[config.mk]
export PLATFORM = sky130hd
export DESIGN_NAME = led_pattern_seq
export DESIGN_NICKNAME = d
export VERILOG_FILES = /design/src/rtl/led_seq_pkg.sv /design/src/rtl/led_tick_gen.sv /design/src/rtl/led_pattern_seq.sv
export SDC_FILE = /design/constraint.sdc
export NUM_CORES = 1
export LEC_CHECK = 0
export ABC_AREA = 1
export CAP_MARGIN = 10
export CORE_ASPECT_RATIO = 1.1
export CORE_MARGIN = 2
export CORE_UTILIZATION = 35
export DETAILED_ROUTE_END_ITERATION = 10
export GPL_TIMING_DRIVEN = 0
export PLACE_DENSITY = 0.6
export SLEW_MARGIN = 20
export SYNTH_ARGS = -nofsm -noshare
export SYNTH_HDL_FRONTEND = slang
export SYNTH_SLANG_ARGS = --single-unit
[constraint.sdc]
create_clock -name CLK -period 4.22 [get_ports CLK]
set_clock_uncertainty 0.15 [all_clocks]
set_input_delay 0.633 -clock CLK [delete_from_list [all_inputs] [get_ports CLK]]
set_output_delay 0.633 -clock CLK [all_outputs]
set_load 0.005 [all_outputs]
[src/rtl/led_seq_pkg.sv]
// Shared constants, state encoding and width helper for the LED sequencer family.
package led_seq_pkg;

   localparam logic [1:0] MODE_ROR  = 2'd0;
   localparam logic [1:0] MODE_ROL  = 2'd1;
   localparam logic [1:0] MODE_PING = 2'd2;
   localparam logic [1:0] MODE_FILL = 2'd3;

   typedef enum logic [1:0] {
      IDLE   = 2'd0,
      RUN    = 2'd1,
      FINISH = 2'd2
   } state_t;

   // Bits needed to hold values 0..value-1, never less than one bit.
   function automatic int width_of(input int value);
      return (value <= 2) ? 1 : $clog2(value);
   endfunction

endpackage

[src/rtl/led_tick_gen.sv]
// Step prescaler: counts 0..STEP_CYC-1 and flags the terminal count as a tick.
module led_tick_gen
   import led_seq_pkg::*;
#(
   parameter int STEP_CYC = 2_500_000
) (
   input  logic CLK,
   input  logic RST,
   input  logic clear,
   output logic tick
);

   localparam int CW = width_of(STEP_CYC);
   localparam logic [CW-1:0] LAST = CW'(STEP_CYC - 1);

   logic [CW-1:0] cnt_reg;

   // Free-running step counter, held at zero while cleared so a run starts on a full step.
   always_ff @(posedge CLK) begin
      if (RST || clear) begin
         cnt_reg <= '0;
      end else if (cnt_reg == LAST) begin
         cnt_reg <= '0;
      end else begin
         cnt_reg <= cnt_reg + 1'b1;
      end
   end

   assign tick = (cnt_reg == LAST) && !clear;

endmodule

[src/rtl/led_pattern_seq.sv]
// LED pattern sequencer: rotate right/left, ping-pong window and bar fill/drain.
module led_pattern_seq
   import led_seq_pkg::*;
#(
   parameter int N_LED     = 8,
   parameter int STEP_CYC  = 2_500_000,
   parameter int RUN_STEPS = 20,
   parameter int SEED_ONES = 4
) (
   input  logic             CLK,
   input  logic             RST,
   input  logic             go,
   input  logic             stop,
   input  logic [1:0]       mode,
   output logic [N_LED-1:0] LED_Out,
   output logic             busy,
   output logic             done
);

   localparam int RW   = width_of(RUN_STEPS + 1);
   localparam int PW   = width_of(N_LED);
   localparam int LW   = width_of(N_LED + 1);
   localparam int PMAX = N_LED - SEED_ONES;

   localparam logic [RW-1:0]    RUN_LAST  = RW'((RUN_STEPS == 0) ? 0 : RUN_STEPS - 1);
   localparam logic [RW-1:0]    RUN_MAX   = {RW{1'b1}};
   localparam logic [PW-1:0]    POS_MAX   = PW'(PMAX);
   localparam logic [LW-1:0]    LVL_MAX   = LW'(N_LED);
   localparam logic [LW-1:0]    LVL_MIN   = LW'(1);
   localparam logic [N_LED-1:0] SEED_PAT  = {N_LED{1'b1}} >> (N_LED - SEED_ONES);
   localparam logic [N_LED-1:0] INIT_FILL = N_LED'(1);

   state_t           state_reg;
   logic [1:0]       mode_reg;
   logic [RW-1:0]    run_cnt_reg;
   logic [PW-1:0]    pos_reg;
   logic             pos_dir_reg;
   logic [LW-1:0]    level_reg;
   logic             lvl_dir_reg;
   logic [N_LED-1:0] led_reg;
   logic             busy_reg;
   logic             done_reg;

   logic [PW-1:0]    pos_next;
   logic             pos_dir_next;
   logic [LW-1:0]    level_next;
   logic             lvl_dir_next;
   logic [N_LED-1:0] fill_led;
   logic [N_LED-1:0] adv_led;
   logic             tick;

   led_tick_gen #(
      .STEP_CYC(STEP_CYC)
   ) u_tick (
      .CLK  (CLK),
      .RST  (RST),
      .clear(state_reg != RUN),
      .tick (tick)
   );

   // Next window position and bar level; direction flips on reaching an endpoint
   // so each endpoint is displayed exactly once.
   always_comb begin
      pos_next     = pos_reg;
      pos_dir_next = pos_dir_reg;
      level_next   = level_reg;
      lvl_dir_next = lvl_dir_reg;
      if (PMAX != 0) begin
         if (!pos_dir_reg) begin
            pos_next = pos_reg + 1'b1;
            if (pos_next == POS_MAX) pos_dir_next = 1'b1;
         end else begin
            pos_next = pos_reg - 1'b1;
            if (pos_next == '0) pos_dir_next = 1'b0;
         end
      end
      if (!lvl_dir_reg) begin
         level_next = level_reg + 1'b1;
         if (level_next == LVL_MAX) lvl_dir_next = 1'b1;
      end else begin
         level_next = level_reg - 1'b1;
         if (level_next == LVL_MIN) lvl_dir_next = 1'b0;
      end
   end

   // Bar of the next level: bit gi is lit when the level exceeds gi.
   for (genvar gi = 0; gi < N_LED; gi++) begin : g_fill
      assign fill_led[gi] = (int'(level_next) > gi);
   end

   // Pattern shown after the next step, by latched mode.
   always_comb begin
      adv_led = led_reg;
      case (mode_reg)
         MODE_ROR:  adv_led = {led_reg[0], led_reg[N_LED-1:1]};
         MODE_ROL:  adv_led = {led_reg[N_LED-2:0], led_reg[N_LED-1]};
         MODE_PING: adv_led = SEED_PAT << pos_next;
         MODE_FILL: adv_led = fill_led;
         default:   adv_led = led_reg;
      endcase
   end

   // Control FSM with registered LED, busy and done outputs.
   always_ff @(posedge CLK) begin
      if (RST) begin
         state_reg   <= IDLE;
         mode_reg    <= '0;
         run_cnt_reg <= '0;
         pos_reg     <= '0;
         pos_dir_reg <= 1'b0;
         level_reg   <= '0;
         lvl_dir_reg <= 1'b0;
         led_reg     <= '0;
         busy_reg    <= 1'b0;
         done_reg    <= 1'b0;
      end else begin
         case (state_reg)
            IDLE: begin
               led_reg  <= '0;
               busy_reg <= 1'b0;
               done_reg <= 1'b0;
               if (go && !stop) begin
                  state_reg   <= RUN;
                  mode_reg    <= mode;
                  run_cnt_reg <= '0;
                  pos_reg     <= '0;
                  pos_dir_reg <= 1'b0;
                  level_reg   <= LVL_MIN;
                  lvl_dir_reg <= 1'b0;
                  busy_reg    <= 1'b1;
                  led_reg     <= (mode == MODE_FILL) ? INIT_FILL : SEED_PAT;
               end
            end
            RUN: begin
               if (stop) begin
                  state_reg <= IDLE;
                  led_reg   <= '0;
                  busy_reg  <= 1'b0;
               end else if (tick) begin
                  if ((RUN_STEPS != 0) && (run_cnt_reg == RUN_LAST)) begin
                     state_reg <= FINISH;
                     led_reg   <= '0;
                     busy_reg  <= 1'b0;
                     done_reg  <= 1'b1;
                  end else begin
                     led_reg     <= adv_led;
                     pos_reg     <= pos_next;
                     pos_dir_reg <= pos_dir_next;
                     level_reg   <= level_next;
                     lvl_dir_reg <= lvl_dir_next;
                     if (run_cnt_reg != RUN_MAX) run_cnt_reg <= run_cnt_reg + 1'b1;
                  end
               end
            end
            FINISH: begin
               state_reg <= IDLE;
               led_reg   <= '0;
               busy_reg  <= 1'b0;
               done_reg  <= 1'b0;
            end
            default: begin
               state_reg <= IDLE;
               led_reg   <= '0;
               busy_reg  <= 1'b0;
               done_reg  <= 1'b0;
            end
         endcase
      end
   end

   assign LED_Out = led_reg;
   assign busy    = busy_reg;
   assign done    = done_reg;

endmodule

==> reports/metrics.cfg <==
[floorplan]
chipWidth_um=91.7
io_pins=16
dieHeight_um=100
num_rows=35
floorplan.initialDensity=0.358
design.die.area_sq_mm=0.00921
core_area_sq_mm=0.00828

[setup_path]
crit_family=flip-flops
crit_buf_inv=2
reg2regPathDepth=12
critical_path_arrival_ns=2.42
setup.worst_path.end_class=register
path_class=register to register
crit_path_frequent_cell=sky130_fd_sc_hd__nand2_1
crit_fanout=8
worst-endpoint-required_ns=4.25
worst_setup_path_start_kind=register
worstSetupPathDepth=12
critical_path.max_stage_delay_ns=0.54
cp_cell_sequence=inv_1, ha_1, inv_1, nand2_1, nand2_1, nand2_1, nand2_1, nor2_1, a21oi_1, nand2_1, o21ai_0, a21oi_1
critical-path-slowest-cell=sky130_fd_sc_hd__dfxtp_1

[placed_design]
estimated_wirelength_of_the_detail_placed_design_um=5510
port-buffer-count=14
placement.setup.worst_slack_ns=1.61
detailed_place.area_sq_mm=0.00324
gpl.final_weighted_congestion=0.902

[cts]
tritoncts_num_sinks=50
clk_latency_ns=0.31
cts_hold_buf=0
cts-root-to-sink-buffers=2
postCtsResizedCells=0
postCtsSetupRepairBufs=0
tritoncts=built
root_buffer=sky130_fd_sc_hd__clkbuf_8
cts_htree_levels=2
cts-buffers-inserted=5
clkSlewWorstSetupHoldPaths_ns=0.09

[grt]
grt_pass1_wl_um=12500
global_route.usage.met1=0.203
grt_start_max_net_pins=15
grt_antenna_before_repair=0
grt-busiest-layer=met2
global_route.overflow_total=0
vias_in_the_first_global_route=2801
gr-usage-met3=0.0254
gr-usage-all-layers=0.164
met2_use_gr=0.302

[pwr]
max-vdd-ir-drop_mv=0.147
total_power_density_per_cell_area_mw_per_mm2=267
fin_total_pwr_uw=887
leakage_nw=1.24

[yosys]
postSynth.topFlopCell=sky130_fd_sc_hd__dfxtp_1
synth.cells.most_frequent=sky130_fd_sc_hd__nand2_1, sky130_fd_sc_hd__inv_1, sky130_fd_sc_hd__dfxtp_1, sky130_fd_sc_hd__nand3_1
netlist-cell-type-count=34
synth_sequential_area_ratio=0.338
yosys.cell_count.top_type=sky130_fd_sc_hd__nand2_1
synth_nets=470
synth-seq-cells=50
syn-cell-area_sq_mm=0.00296
synth.area.top_cells=sky130_fd_sc_hd__dfxtp_1, sky130_fd_sc_hd__nand2_1, sky130_fd_sc_hd__nand3_1, sky130_fd_sc_hd__a21oi_1, sky130_fd_sc_hd__inv_1
synth-edff-count=0
synth_top_cell_area_share=0.338
synth_top_cell_by_area=sky130_fd_sc_hd__dfxtp_1
synth-warning-count=0
post_synth_inst_count=452
async_flop_share=0
syn_area_per_cell_sq_um=6.55

[cells_and_area]
final_design_area_no_fill_sq_mm=0.00332
drive_above_1_share=0.0571
area_delta_synth_final_pct=12.1
layout_net_count=491
max_reg_flops=22
diodes=0

[worst_hold_path]
timing.hold.worst.class=register to register
timing.hold.worst_path_depth=2

[timing]
hold-worst-slack_ns=0.321
fin_crit_ns=2.39
worst-slew-pin-transition_ns=0.516
rsz0062_at_grt=no
report.final.setup_viol=0
post-route-period-util=0.566
fin_tns_setup_ns=0
setup_slack_ns=1.83
timing_hold_violations_final=0
max_slew_violation_count=0
max_freq_mhz=419
maxSlewHeadroom=0.656

[drt]
detailedRoute.firstPassIterationCount=4
postRouteAntennaNets=0
initialDrtViolationCount=153
wirelength_um=7150
post_drt_wl_per_cell_um=12.2
vias_per_cell=5.01
drc=0
vias=2925

[run]
drv.max_cap_violation_count=0

[outcome]
result_of_the_run=finished, final reports clean

==> cell families after synthesis <==
group / Yosys count / share of synthesized area
buffers and inverters: 66 / 0.0871
adders and majority gates: 12 / 0.0507
and+or+nand+nor: 245 / 0.369
AOI/OAI and AO/OA: 72 / 0.134
DFF: 50 / 0.338
xor gates and xnor gates: 7 / 0.0207
==> report_power, final <==
group	total (mW)	internal, mW	switching [mW]
combinational	0.121	0.0414	0.0792
clock	0.273	0.114	0.159
sequential	0.494	0.482	0.0118
total	0.887	0.637	0.250
==> worst register-to-register path, delay by kind of cell (launching register included) <==
kind,cells,cell delay [ns]
flip-flops,1,0.54
AND/OR/NAND/NOR,6,0.48
adder cells (fa/ha/maj),1,0.36
buffers and inverters,2,0.27
AO/OA/AOI/OAI,3,0.47
==> metrics by stage <==
step,cells,util
2_1_floorplan,452,-
3_3_place_gp,577,0.391
3_5_place_dp,577,0.391
4_1_cts,584,0.401
5_1_grt,584,0.401
6_report,584,0.401
==> area by class of cell <==
class,count,area [sq um]
well taps,111,139
plain buffers,7,36.3
repair buffers,14,140
inverters,59,221
flip-flops and latches,50,1000
clock inverters,1,7.51
fillers,855,4960
multi-input cells,336,1700
clock buffers,6,72.6
==> cell usage in the layout, fill, tap and decap left out <==
master | synthesis | final
sky130_fd_sc_hd__buf_6 | 1 | 1
sky130_fd_sc_hd__nand2_2 | 3 | 3
sky130_fd_sc_hd__a21oi_1 | 45 | 45
sky130_fd_sc_hd__or2_2 | 2 | 2
sky130_fd_sc_hd__o21a_1 | 3 | 3
sky130_fd_sc_hd__nor2_4 | 1 | 1
sky130_fd_sc_hd__nor2_1 | 45 | 45
sky130_fd_sc_hd__nor3b_2 | 1 | 1
sky130_fd_sc_hd__o21ai_2 | 1 | 1
sky130_fd_sc_hd__clkinvlp_4 | 0 | 1
sky130_fd_sc_hd__ha_1 | 12 | 12
sky130_fd_sc_hd__inv_2 | 3 | 3
sky130_fd_sc_hd__clkbuf_1 | 4 | 5
sky130_fd_sc_hd__nor3_1 | 10 | 10
sky130_fd_sc_hd__o211ai_1 | 2 | 2
sky130_fd_sc_hd__nand2_1 | 110 | 110
sky130_fd_sc_hd__a211oi_1 | 2 | 2
sky130_fd_sc_hd__nand3_1 | 50 | 50
sky130_fd_sc_hd__o21ai_1 | 5 | 5
sky130_fd_sc_hd__clkinv_1 | 2 | 2
sky130_fd_sc_hd__buf_2 | 2 | 2
sky130_fd_sc_hd__clkbuf_8 | 0 | 5
sky130_fd_sc_hd__nand3b_1 | 1 | 1
sky130_fd_sc_hd__a21o_1 | 1 | 1
sky130_fd_sc_hd__a21boi_0 | 2 | 2
sky130_fd_sc_hd__o21ai_0 | 10 | 10
sky130_fd_sc_hd__nor3_2 | 2 | 2
sky130_fd_sc_hd__nor2_2 | 4 | 4
sky130_fd_sc_hd__inv_1 | 54 | 54
sky130_fd_sc_hd__dfxtp_1 | 50 | 50
sky130_fd_sc_hd__clkdlybuf4s50_1 | 0 | 14
sky130_fd_sc_hd__xnor2_1 | 1 | 1
sky130_fd_sc_hd__nand4_1 | 11 | 11
sky130_fd_sc_hd__o31ai_2 | 1 | 1
sky130_fd_sc_hd__nor4_1 | 2 | 2
sky130_fd_sc_hd__xor2_1 | 6 | 6
sky130_fd_sc_hd__nor3b_1 | 3 | 3
==> layer usage <==
layer | wire [um] | vias to the layer above
met5 | 0 | -
met1 | 3260 | 1334
met4 | 72 | 0
met3 | 254 | 8
met2 | 3560 | 55
li1 | - | 1528
==> worst paths after layout <==
check,startpoint,endpoint,slack [ns]
worst min register to register,busy$_SDFFE_PP0P_,busy$_SDFFE_PP0P_,0.32
worst min-delay path,busy$_SDFFE_PP0P_,busy$_SDFFE_PP0P_,0.32
worst max register to register,level_reg[0]$_SDFFE_PP0P_,LED_Out[4]$_SDFFE_PP0P_,1.83
worst max-delay path,level_reg[0]$_SDFFE_PP0P_,LED_Out[4]$_SDFFE_PP0P_,1.83
Note: power is estimated with default switching activity, not from simulation.
